===== config.mk =====
export PLATFORM = sky130hd
export DESIGN_NAME = id_ex_stage
export DESIGN_NICKNAME = d
export VERILOG_FILES = /design/src/rtl/riscv_pkg.sv /design/src/rtl/id_ex_stage_hazard_detect.sv /design/src/rtl/id_ex_stage.sv
export SDC_FILE = /design/constraint.sdc
export NUM_CORES = 1
export LEC_CHECK = 0
export ABC_AREA = 0
export CORE_AREA = 2 2 165 167
export CTS_CLUSTER_SIZE = 14
export DETAILED_ROUTE_END_ITERATION = 16
export DIE_AREA = 0 0 167 169
export PLACE_DENSITY = 0.62
export SLEW_MARGIN = 10
export SYNTH_ARGS = -nofsm -noshare
export SYNTH_HDL_FRONTEND = slang
export SYNTH_SLANG_ARGS = --single-unit
export TNS_END_PERCENT = 5

===== constraint.sdc =====
create_clock -name clk -period 3.21 [get_ports clk]
set_input_delay 0.642 -clock clk [delete_from_list [all_inputs] [get_ports clk]]
set_output_delay 0.642 -clock clk [all_outputs]
set_load 0.02 [all_outputs]

===== src/rtl/riscv_pkg.sv =====
// Shared constants for the ID/EX pipeline stage: control bundle width,
// the hard-wired zero register index and the control bundle field layout.
package riscv_pkg;

    // Width of the opaque EX/MEM control bundle carried through ID/EX.
    localparam int CTRL_W = 12;

    // Index of the hard-wired zero register.
    localparam logic [4:0] X0_ADDR = 5'd0;

    // Field offsets inside the control bundle. The stage itself treats the
    // bundle as opaque; these are here so EX/MEM decode from one place.
    localparam int CTRL_ALU_OP_LSB      = 0;
    localparam int CTRL_ALU_OP_W        = 4;
    localparam int CTRL_ALU_SRC_BIT     = 4;
    localparam int CTRL_BRANCH_BIT      = 5;
    localparam int CTRL_JUMP_BIT        = 6;
    localparam int CTRL_MEM_WRITE_BIT   = 7;
    localparam int CTRL_MEM_SIZE_LSB    = 8;
    localparam int CTRL_MEM_SIZE_W      = 2;
    localparam int CTRL_MEM_UNSIGNED_BIT = 10;
    localparam int CTRL_WB_SEL_BIT      = 11;

endpackage


===== src/rtl/id_ex_stage_hazard_detect.sv =====
// Load-use hazard detection for the ID/EX stage. Purely combinational:
// flags a hazard when the instruction in EX is a load whose destination is
// read by the valid instruction in ID, and requests an IF/ID stall unless a
// flush kills the ID instruction or reset is active.
module hazard_detect
    import riscv_pkg::*;
(
    input  logic       rst,
    input  logic       ex_valid,
    input  logic       ex_mem_read,
    input  logic [4:0] ex_rd_addr,
    input  logic       id_valid,
    input  logic       id_uses_rs1,
    input  logic       id_uses_rs2,
    input  logic [4:0] id_rs1_addr,
    input  logic [4:0] id_rs2_addr,
    input  logic       ex_flush,
    output logic       haz,
    output logic       stall_if_id
);

    logic rs1_match_s;
    logic rs2_match_s;

    // Compare ID source registers against the load destination held in EX.
    always_comb begin
        rs1_match_s = id_uses_rs1 & (id_rs1_addr == ex_rd_addr);
        rs2_match_s = id_uses_rs2 & (id_rs2_addr == ex_rd_addr);
        haz         = ex_valid & ex_mem_read & (ex_rd_addr != X0_ADDR) &
                      id_valid & (rs1_match_s | rs2_match_s);
        // A flushed instruction is dead, so holding IF/ID for it is pointless.
        stall_if_id = haz & ~ex_flush & ~rst;
    end

endmodule


===== src/rtl/id_ex_stage.sv =====
// ID/EX pipeline register with WB-to-ID operand bypass, load-use bubble
// insertion, branch flush and saturating bubble/flush counters.
module id_ex_stage
    import riscv_pkg::*;
#(
    parameter int WIDTH  = 32,
    parameter int CTRL_W = riscv_pkg::CTRL_W,
    parameter int CNT_W  = 32
) (
    input  logic              clk,
    input  logic              rst,
    input  logic              id_valid,
    input  logic [WIDTH-1:0]  id_pc,
    input  logic [4:0]        id_rs1_addr,
    input  logic [4:0]        id_rs2_addr,
    input  logic              id_uses_rs1,
    input  logic              id_uses_rs2,
    input  logic [4:0]        id_rd_addr,
    input  logic [WIDTH-1:0]  id_imm,
    input  logic [CTRL_W-1:0] id_ctrl,
    input  logic              id_mem_read,
    input  logic              id_reg_write,
    input  logic [WIDTH-1:0]  rs1_data,
    input  logic [WIDTH-1:0]  rs2_data,
    input  logic              wb_reg_write,
    input  logic [4:0]        wb_rd_addr,
    input  logic [WIDTH-1:0]  wb_write_data,
    input  logic              ex_flush,
    output logic              stall_if_id,
    output logic              ex_valid,
    output logic [WIDTH-1:0]  ex_pc,
    output logic [4:0]        ex_rs1_addr,
    output logic [4:0]        ex_rs2_addr,
    output logic [4:0]        ex_rd_addr,
    output logic [WIDTH-1:0]  ex_imm,
    output logic [CTRL_W-1:0] ex_ctrl,
    output logic              ex_mem_read,
    output logic              ex_reg_write,
    output logic [WIDTH-1:0]  ex_rs1_data,
    output logic [WIDTH-1:0]  ex_rs2_data,
    output logic [CNT_W-1:0]  bubble_count,
    output logic [CNT_W-1:0]  flush_count
);

    logic             haz_s;
    logic [WIDTH-1:0] op1_s;
    logic [WIDTH-1:0] op2_s;

    // Increment that sticks at all-ones instead of wrapping.
    function automatic logic [CNT_W-1:0] sat_inc(input logic [CNT_W-1:0] value);
        logic [CNT_W-1:0] result;
        if (&value) begin
            result = value;
        end else begin
            result = value + {{(CNT_W-1){1'b0}}, 1'b1};
        end
        return result;
    endfunction

    hazard_detect u_hazard_detect (
        .rst         (rst),
        .ex_valid    (ex_valid),
        .ex_mem_read (ex_mem_read),
        .ex_rd_addr  (ex_rd_addr),
        .id_valid    (id_valid),
        .id_uses_rs1 (id_uses_rs1),
        .id_uses_rs2 (id_uses_rs2),
        .id_rs1_addr (id_rs1_addr),
        .id_rs2_addr (id_rs2_addr),
        .ex_flush    (ex_flush),
        .haz         (haz_s),
        .stall_if_id (stall_if_id)
    );

    // WB-to-ID bypass: x0 reads zero, a same-cycle WB write wins over the
    // register file, which still holds the old value this cycle.
    always_comb begin
        op1_s = '0;
        op2_s = '0;
        if (id_rs1_addr == X0_ADDR) begin
            op1_s = '0;
        end else if (wb_reg_write && (wb_rd_addr == id_rs1_addr)) begin
            op1_s = wb_write_data;
        end else begin
            op1_s = rs1_data;
        end
        if (id_rs2_addr == X0_ADDR) begin
            op2_s = '0;
        end else if (wb_reg_write && (wb_rd_addr == id_rs2_addr)) begin
            op2_s = wb_write_data;
        end else begin
            op2_s = rs2_data;
        end
    end

    // Pipeline register and counters: reset, then flush, then hazard bubble,
    // then normal capture (an empty ID slot becomes a bubble).
    always_ff @(posedge clk) begin
        if (rst || ex_flush || haz_s || !id_valid) begin
            ex_valid     <= 1'b0;
            ex_pc        <= '0;
            ex_rs1_addr  <= 5'd0;
            ex_rs2_addr  <= 5'd0;
            ex_rd_addr   <= 5'd0;
            ex_imm       <= '0;
            ex_ctrl      <= '0;
            ex_mem_read  <= 1'b0;
            ex_reg_write <= 1'b0;
            ex_rs1_data  <= '0;
            ex_rs2_data  <= '0;
        end else begin
            ex_valid     <= id_valid;
            ex_pc        <= id_pc;
            ex_rs1_addr  <= id_rs1_addr;
            ex_rs2_addr  <= id_rs2_addr;
            ex_rd_addr   <= id_rd_addr;
            ex_imm       <= id_imm;
            ex_ctrl      <= id_ctrl;
            ex_mem_read  <= id_mem_read;
            ex_reg_write <= id_reg_write;
            ex_rs1_data  <= op1_s;
            ex_rs2_data  <= op2_s;
        end

        if (rst) begin
            bubble_count <= '0;
            flush_count  <= '0;
        end else if (ex_flush) begin
            bubble_count <= bubble_count;
            flush_count  <= sat_inc(flush_count);
        end else if (haz_s) begin
            bubble_count <= sat_inc(bubble_count);
            flush_count  <= flush_count;
        end else begin
            bubble_count <= bubble_count;
            flush_count  <= flush_count;
        end
    end

endmodule

## Word level (Yosys, flattened, before mapping)

Cells that the tools add are included.

- Register bits: 222
- Output and inout bits: 223
- Logic and storage cells: 49

- Add/subtract/negate cells: 2
- Equal/unequal tests: 4
- Muxes and demuxes: 2
- Bitwise logic cells: 13
- Reduce and logical (&&, ||, !) cells: 15

Operator list:

| kind | number |
|---|---|
| $add A32 B1 Y32 const B | 2 |
| $mux W32 | 2 |
| $reduce_and A32 Y1 | 2 |
| $eq A5 B5 Y1 | 4 |
| $logic_not A5 Y1 | 2 |
| $and A1 B1 Y1 | 8 |
| $reduce_bool A5 Y1 | 1 |
| $not A1 Y1 | 4 |
| $reduce_or A2 Y1 | 2 |
| $logic_or A1 B1 Y1 | 3 |
| $reduce_and A3 Y1 | 1 |
| $logic_and A1 B1 Y1 | 2 |
| $reduce_and A2 Y1 | 1 |
| $logic_not A1 Y1 | 1 |
| $or A1 B1 Y1 | 1 |

## Longest topological paths before layout

Gate-level depths: netlist of run 1.

- Depth after elaboration: 7
- Depth in mapped cells: 8

## Cells and area by module

A second synthesis of run 1 with hierarchy kept.

- Cell total of the unflattened synthesis: 842
- Area, all modules: 8436.8 sq um

Modules (own cells, without submodules):

| module | times used | cells an instance | area an instance (sq um) | seq. area each (sq um) |
|---|---|---|---|---|
| id_ex_stage | 1 | 823 | 8285.4 | 4444.3 |
| hazard_detect | 1 | 19 | 151.4 | 0.0 |

## Worst setup path after synthesis of run 1

No wires, ideal clock.

- Path type: reg-to-reg
- Start point: register bubble_count[0]
- End point: register bubble_count[18]
- Setup time: 0.123 ns
- Arrival time: 2.165 ns
- Required time: 3.087 ns
- Path slack: 0.921 ns
- Stages on the path, launching flop included: 9
- Buffers on the path: 1
- Clock period less this slack: 2.289 ns
- Cells stage by stage: dfxtp_1 ha_1 nand4_1 nor4_4 a31oi_4 and2_4 buf_6 nand3_1 mux2_1

- Longest elaborated chain between the ends: 3
- Elaborated cells between the ends (all ways): 4
- Classes of those cells: add/sub: 1; bitwise: 1; reduce/logical: 2

RTL lines:

| element | RTL line | RTL |
|---|---|---|
| from (decl) | id_ex_stage.sv:41 | `output logic [CNT_W-1:0] bubble_count,` |
| from (signal assigned) | id_ex_stage.sv:129 | `bubble_count <= bubble_count;` |
| from (signal assigned) | id_ex_stage.sv:132 | `bubble_count <= sat_inc(bubble_count);` |
| from (signal assigned) | id_ex_stage.sv:135 | `bubble_count <= bubble_count;` |
| parallel branches: the longest is 3 deep, another holds $add A32 B1 Y32 | - |  |

Parallel ways; which one is timed is not known.
A chain may end at the register's enable or synchronous reset.

## Worst setup path in the final report of run 1

- Start point: input port id_rs1_addr[1]
- End point: output port stall_if_id

- Longest elaborated chain between the ends: 6

RTL lines:

| element | RTL line | RTL |
|---|---|---|
| from (decl) | id_ex_stage.sv:14 | `input logic [4:0] id_rs1_addr,` |
| $eq A5 B5 Y1 | id_ex_stage_hazard_detect.sv:27 | `rs1_match_s = id_uses_rs1 & (id_rs1_addr == ex_rd_addr);` |
| $and A1 B1 Y1 | id_ex_stage_hazard_detect.sv:27 |  |
| $or A1 B1 Y1 | id_ex_stage_hazard_detect.sv:30 | `id_valid & (rs1_match_s \| rs2_match_s);` |
| $and A1 B1 Y1 | id_ex_stage_hazard_detect.sv:30 |  |
| $and A1 B1 Y1 (2 in a row) | id_ex_stage_hazard_detect.sv:32 | `stall_if_id = haz & ~ex_flush & ~rst;` |
| to (decl) | id_ex_stage.sv:29 | `output logic stall_if_id,` |

Every way passes these cells.

==> results.md, run 1 <==
Place:
- The total placed cells including tap cells is 1579.
- At the end of routability-driven placement, the weighted congestion stood at 0.888.
- After detailed placement, the total cell area comes to 13000 µm².
- The HPWL reported at the end of detailed placement is 22.8 mm.
- In this run the tool buffered the top-level ports with 423 buffer cells.
- The worst setup timing slack at the placement stage is -0.141 ns.

GRT:
- The met2 layer usage reported by global route is between 30% and 40%.
- For this run, the total global-route usage over all layers was measured as between 10% and 20%.
- For met3 alone, demand over resource in global routing was 8.32%.
- The number of global-route vias before repair is 7302.
- The met1 usage is between 20 and 25%.
- The first global-routing pass estimated 43.1 mm of wire.
- The leftover overflow at the end of global routing is 0.
- Entering global routing, the biggest net connects between 80 and 90 pins.
- The layer flagged by global routing as most heavily used is met2.
- The number of antenna violations at the first check in global routing came to 7.

Setup path:
- For the worst flop-to-flop path, the logic depth is 6.
- STA puts the critical path data arrival time at 2.42 ns.
- The startpoint identified for the worst register-to-register timing path is ex_rd_addr[1].
- At the worst endpoint, the required time is 2.57 ns.
- The worst register-to-register path ends at ex_rs1_data[4].
- The maximum fanout along the worst path is 2.
- The type of origin of the critical path is an input pin.
- The worst-case register-to-register setup slack is 0.79 ns.
- The capturing element type of the critical path is an output port.
- The critical path is of the input pin to output port type.

Job:
- Across the run, the number of max-cap violations was 0.

Clock tree:
- The number of buffers inserted by hold repair at cts is 0.
- Clock latency on the worst-skew pair, taken at its later pin, is 0.52 ns.
- The number of levels the H-tree was split into is 1.
- Post-CTS timing repair inserted 0 buffers for setup.
- The count of clock tree sinks is 222.
- The tree is rooted in a clkbuf_16.
- After clock tree synthesis, the clock-pin slew on the worst setup and hold paths is roughly 0.050 ns.
- The clock tree from TritonCTS is yes.
- In this run the deepest clock path goes through 3 buffers.
- The post-cts repair resize count is 2.
- The total clock buffers created by CTS is 26.

Die:
- After floorplanning, the core was divided into 60 placement rows.
- The die footprint is 28200 µm².
- The core region is between 20000 and 30000 µm².
- The die is 169 µm tall.
- The initial cell density of the core is 31.5%.
- The width of the die is roughly 170 µm.
- The number of I/O pins is between 400 and 500.

Worst hold path:
- The number of cells on the worst hold path is 2.
- For hold timing, the worst endpoint is flush_count[30].
- The class of the tightest hold or removal check is flop to flop.
- The startpoint identified for the worst hold timing path is flush_count[30].

Timing:
- The number of max-slew violations in the final report is 0.
- The period utilization is 95.3%.
- At the pin with the least slew margin, the transition time is around 0.77 ns.
- The upper clock frequency limit is roughly 330 MHz.
- The number of hold violations in the final report is 0.
- After layout, the minimum clock period comes to slightly above 3 ns.
- Setup repair after global routing left no endpoint under its margin.
- Across all hold checks on the routed design, the worst slack comes to 0.511 ns.
- Setup violations remaining at the end of the flow were counted as 0.
- In this run the tightest slew margin relative to its limit is between 40 and 50%.
- On the final layout, the worst clock skew is 0.00892 ns.
- The worst setup slack after layout is 0.150 ns.

Routing:
- Using the TritonRoute via totals, the vias-per-cell ratio works out to 4.61.
- Summed over all layers, the routed wires come to 29.5 mm.
- The post-detailed-route wirelength per cell is 18.1 µm.
- Once detail routing completed, the nets flagged for antenna violations numbered 0.
- The first-pass detailed-route iteration total is 5.
- The routed layout has between 7000 and 8000 vias.
- In the routed design, unresolved DRC markers number 0.
- For this block, the initial DRC count from the detailed router was 515.

Logic synthesis:
- Of the synthesized area, sequential elements account for 53.3%.
- The synthesized design contains 0 enable-type register cells.
- After synthesis the cells add up to 8350 µm².
- Counting every net in the synthesized netlist gives 1036.
- The number of cells produced by synthesis is 833.
- After synthesis the netlist holds a flip-flop and latch count of 222.
- The synthesized area per cell is 10.0 µm².
- Counting flops with an async set or reset pin after synthesis yields a share of 0%.
- The number of warnings issued by yosys is 0.
- Yosys mapped the design onto 50 distinct sky130hd cell types.
- For this run, the leading register cell type out of synthesis is dfxtp_1.

Power:
- The areal power density over the cells is 488 nW/µm².
- In this run the static leakage power is 0.00505 µW.
- The largest voltage drop on the vdd net is 0.000407 V.

Finish:
- The area overhead of the layout relative to synthesis is 68.3%.
- The net count of the finished layout is between 1000 and 1500.
- Summing all non-filler instances in the final layout gives an area of around 14000 µm².
- The area taken by flip-flops and latches is 4440 µm².
- Counting the fill cells in the layout gives 2362.
- For this run, the number of standard cells in the final layout without fillers is 1632.
- The share of the core filled with cells is 53.0%.
- The multi-input combinational cells in the finished layout cover a total of 3690 µm².
- In the final layout, the share of cells above drive strength 1 is 7.31%.

Status:
- The run finished with clean final reports.
worst max-delay path, cell delays in order:
cell,delay (ns)
clkdlybuf4s50_1,0.51
xnor2_1,0.13
nand4_1,0.25
o22ai_4,0.29
and3_1,0.24
dlygate4sd2_1,0.35
cell usage in the layout (no fill, tap or decap), drive strengths merged, types with 21 or more instances in the layout:
cell	n
clkdlybuf4s50	421
dfxtp	222
nor2	122
and2	95
mux2i	65
clkbuf	40
nand3	33
xnor2	27
nand2	27
nand4	26
buf	24
o21ai	23
xor2	22
a21oi	21
worst max-delay path by stage:
stage,start,cells past startpoint,slack [ns],end
2_1_floorplan,bubble_count[0],8,0.92,bubble_count[18]
3_3_place_gp,id_rs1_addr[1],6,-0.13,stall_if_id
3_5_place_dp,id_rs1_addr[1],6,-0.14,stall_if_id
4_1_cts,id_rs1_addr[1],6,0.15,stall_if_id
5_1_grt,id_rs1_addr[3],6,0.04,stall_if_id
6_report,id_rs1_addr[1],6,0.15,stall_if_id
through the flow:
stage / setup TNS (ns) / total power [µW]
after floorplan: 0 / 3100
after global placement: -0.125 / 3530
after detailed placement: -0.141 / 3540
after CTS: 0 / 6940
after global routing: 0 / 7080
final: 0 / 6850
synth_stat cells (12+ instances only):
cell type / instances / area share (%)
or3_1: 15 / 1.1
xnor2_1: 27 / 2.8
a21oi_1: 20 / 1.2
and2_1: 94 / 7.0
nor3_1: 12 / 0.72
nor2_1: 122 / 5.5
nand4_1: 23 / 1.7
xor2_1: 22 / 2.3
clkbuf_1: 19 / 0.85
mux2i_1: 65 / 7.8
o21ai_0: 18 / 1.1
or4_1: 13 / 1.2
nand2_1: 26 / 1.2
dfxtp_1: 222 / 53
nand3_1: 29 / 1.7
cell type report:
cell class	instances	share of cell area [%]
sequential	222	31.6
clock inverter	8	1.38
timing repair buffer	446	31.8
inverter	2	0.0534
clock buffer	40	5.73
tap	341	3.04
multi-input combinational	568	26.3
antenna	5	0.0891
power breakdown:
group | total, µW | internal (µW) | switching [µW]
sequential | 2840 | 2810 | 23.2
combinational | 639 | 384 | 255
clock | 3380 | 2200 | 1180
total | 6850 | 5400 | 1460
state kept, by name (all words and copies together) (netlist names):
name / flops
ex_imm: 32
ex_valid: 1
ex_rs2_data: 32
ex_reg_write: 1
ex_pc: 32
ex_rd_addr: 5
ex_rs2_addr: 5
ex_rs1_data: 32
ex_rs1_addr: 5
ex_ctrl: 12
ex_mem_read: 1
flush_count: 32
bubble_count: 32
cell families (layout without fill, tap and decap cells):
group	Yosys count	after routing	share of synthesized area, %
compound gates	56	56	4.68
simple gates	388	388	25.2
flops	222	222	53.3
buf+inv	43	496	2.59
other cells	0	5	0
mux	73	73	8.88
xor+xnor	49	49	5.14
fa+ha+maj	2	2	0.300
metal layers:
layer	up-vias	routed length, µm
met5	-	33
met4	4	662
met3	45	2910
met2	276	14100
met1	3477	11800
li1	3715	-
Note: power is estimated with default switching activity, not from simulation.
==> run 2: changes to the inputs <==
--- a/config.mk
+++ b/config.mk
@@ -6,11 +6,12 @@
 export NUM_CORES = 1
 export LEC_CHECK = 0
 export ABC_AREA = 0
-export CORE_AREA = 2 2 165 167
+export CORE_AREA = 2 2 166 168
 export CTS_CLUSTER_SIZE = 14
 export DETAILED_ROUTE_END_ITERATION = 16
-export DIE_AREA = 0 0 167 169
-export PLACE_DENSITY = 0.62
+export DIE_AREA = 0 0 168 170
+export MAX_ROUTING_LAYER = met4
+export PLACE_DENSITY = 0.61
 export SLEW_MARGIN = 10
 export SYNTH_ARGS = -nofsm -noshare
 export SYNTH_HDL_FRONTEND = slang
==> constraint.sdc (replaced) <==
create_clock -name clk -period 3.1 [get_ports clk]
set_input_delay 0.62 -clock clk [delete_from_list [all_inputs] [get_ports clk]]
set_output_delay 0.62 -clock clk [all_outputs]
set_load 0.02 [all_outputs]
==> run 2 against run 1 <==
Effect of this change: die area increased by 1.2%; via count decreased by 0.64%; final area decreased by 1.3%; power decreased by 4.6%; hold slack improved by 0.0010 ns; routed wire length increased by 4.5%; first-iteration DRC count decreased by 25%; clock skew increased by 0.0026 ns; sequential share of layout area increased by 0.42 points; global-route usage increased by 1.8 points; non-clock buffer count increased by 1; setup slack improved by 0.020 ns; critical endpoint unchanged; largest cell class unchanged; largest power group is now registers.
==> results.md, run 2 (synthesis gave the netlist of run 1 again) <==
Place:
- The HPWL reported at the end of detailed placement is ~24 mm.
- The congestion estimate from routability-driven global placement came to 0.838.
- The count of input and output buffers is approximately 420.

Setup path:
- The critical setup path kind is flop to output port.
- In this run the worst path has a maximum fanout of 4.
- The capturing element type of the critical path is an output port.
- Data on the critical path is required at its endpoint by between 2 and 2.5 ns.
- For flop-to-flop paths, the worst setup slack is 0.59 ns.
- The worst setup path is launched from a flop.
- The arrival time of data at the critical path endpoint is 2.31 ns.

Die:
- The initial utilization of the core area, before any placement, comes to between 30% and 40%.
- The number of core rows is 60.
- After floorplanning, the core was sized to cover about 27000 µm².
- The floorplan step set the die height to 170 µm.
- The width of the die is 168 µm.
- The floorplan step defined a die boundary enclosing 28600 µm².
- 424 I/O pins were placed.

Routing:
- The via density per instance is 4.58.
- In this run the remaining antenna-violating nets after routing total 0.
- The detailed router finished its first iteration with 387 violations.
- For this block, the via count after detailed routing is 7469.
- The remaining routing DRC violations is 0.
- The total detailed-routing wirelength is 30.8 mm.
- The first detailed-routing pass took 4 iterations.
- Dividing the detail-routed wire length by the instance count gives 18.9 µm.

Timing:
- The time the final worst path needs with I/O delays and setup is 2.93 ns.
- Derived from the worst setup path, the maximum achievable clock frequency is 341 MHz.
- Of the available clock period, the critical path in the final layout requires 94.5%.
- The tightest hold path in the finished design has a slack of between 0.5 and 0.6 ns.
- The number of hold violations in the final report came to 0.
- In this run the tightest slew margin relative to its limit is approximately 48%.
- The worst setup skew after layout is roughly 0.012 ns.
- The number of endpoints failing setup at the final stage is 0.
- The number of max-slew violations in the final report is 0.
- For the pin with the worst max-slew slack, the measured transition is 0.785 ns.
- Setup repair after global routing left no endpoint under its margin.

Finish:
- At the end of the flow, the number of nets in the layout was between 1000 and 1500.
- Leaving out fill and tap cells, the most frequent cells in the layout are 421 x clkdlybuf4s50_1, 222 x dfxtp_1, 122 x nor2_1.
- The fraction of final layout cells with drive strength greater than 1 is under 10%.
- The library cell used most frequently in the layout, excluding fill and tap cells, is clkdlybuf4s50_1.
- Cells fill 52.0% of the core in the end.
- From synthesis to final layout, the design area changed by 66.1%.

Power:
- The total power after layout is 6540 µW.
- The cell leakage power is ~0.0050 µW.
- The largest voltage drop on the vdd net is 0.000391 V.
- In this run the power density over the cells is roughly 470 nW/µm².

GRT:
- The largest net degree at the start of global routing is 81.
- For this run the aggregate overflow at the end of global routing stands at 0.
- The number of global-route vias before repair is 7414.
- The global-route wire length before repair is approximately 45 mm.
- The number of antenna violations at the first check in global routing is 6.
- Across every metal layer, demand over resource in global routing totals 21.5%.

Clock tree:
- The clock latency on the worst-skew pair is 0.52 ns.
- The clock passes through at most 3 buffers.
- The cell at the root of the clock tree is clkbuf_16.
- In this run, post-CTS hold repair placed 0 buffers.
- The total clock buffers created by CTS is 25.
- The clock tree from TritonCTS is yes.
- CTS built an H-tree with a depth of 1.
- The CTS clock-pin slew for the worst setup and hold paths is 0.06 ns.
- The count of clock tree sinks is 222.

Worst hold path:
- The path class of the tightest hold or removal check is flop to flop.

Job:
- Max-cap violations in this run came to 0.

Status:
- The run finished with clean final reports.
run 2: layer usage:
layer / GRT usage [%] / vias up / part of all wire, %
met3: 7.40 / 54 / 9.2
met1: 26.1 / 3443 / 41
met5: - / - / 0
li1: - / 3711 / -
met4: 6.54 / 0 / 2.8
met2: 33.9 / 261 / 47
run 2: worst max-delay path, stage by stage, from the launching register on:
cell      delay (ns)
dfxtp_1         0.42
or4_1           0.67
o2111a_1        0.33
and3_1          0.22
clkbuf_2        0.16
run 2: final timing paths:
path / start / endpoint / cells after the start
max reg2reg: ex_rd_addr[2] / bubble_count[4] / 9
max: ex_rd_addr[2] / stall_if_id / 4
min reg2reg: flush_count[12] / flush_count[12] / 2
min: flush_count[12] / flush_count[12] / 2
run 2: power by group:
part / internal [µW] / leakage (µW) / switching [µW] / total, µW
registers: 2910 / 0.00180 / 25.0 / 2940
clock network: 1780 / 0.000398 / 1160 / 2940
logic: 397 / 0.00276 / 264 / 662
total: 5090 / 0.00496 / 1450 / 6540
run 2: per-stage QoR:
stage          std cells  instance area [µm²]  setup TNS [ns]  worst slack (ns)
2_1_floorplan        833                 8350               0             0.811
3_3_place_gp        1580                13000          -0.235            -0.235
3_5_place_dp        1580                13000          -0.256            -0.242
4_1_cts             1624                13900               0           0.00713
5_1_grt             1629                13900               0             0.103
6_report            1630                13900               0             0.170
run 2: what timing repair did:
item | in CTS | in global routing
buffers inserted | 0 | 0
resized for setup | 1 | 2
setup endpoints to repair | 1 | 1
run 2: cell type report:
type,instances,area (µm²)
fill,2431,12800
timing repair buffer,447,4470
sequential,222,4440
multi-input combinational,568,3690
clock buffer,43,783
tap,341,427
clock inverter,1,30.0
antenna,6,15.0
inverter,2,7.51
==> run 3: changes to the inputs <==
--- a/config.mk
+++ b/config.mk
@@ -10,6 +10,7 @@
 export CTS_CLUSTER_SIZE = 14
 export DETAILED_ROUTE_END_ITERATION = 16
 export DIE_AREA = 0 0 168 170
+export GPL_TIMING_DRIVEN = 1
 export MAX_ROUTING_LAYER = met4
 export PLACE_DENSITY = 0.61
 export SLEW_MARGIN = 10
==> results of run 3 <==
The final DEF is identical to that of run 2; final timing and power are the same.
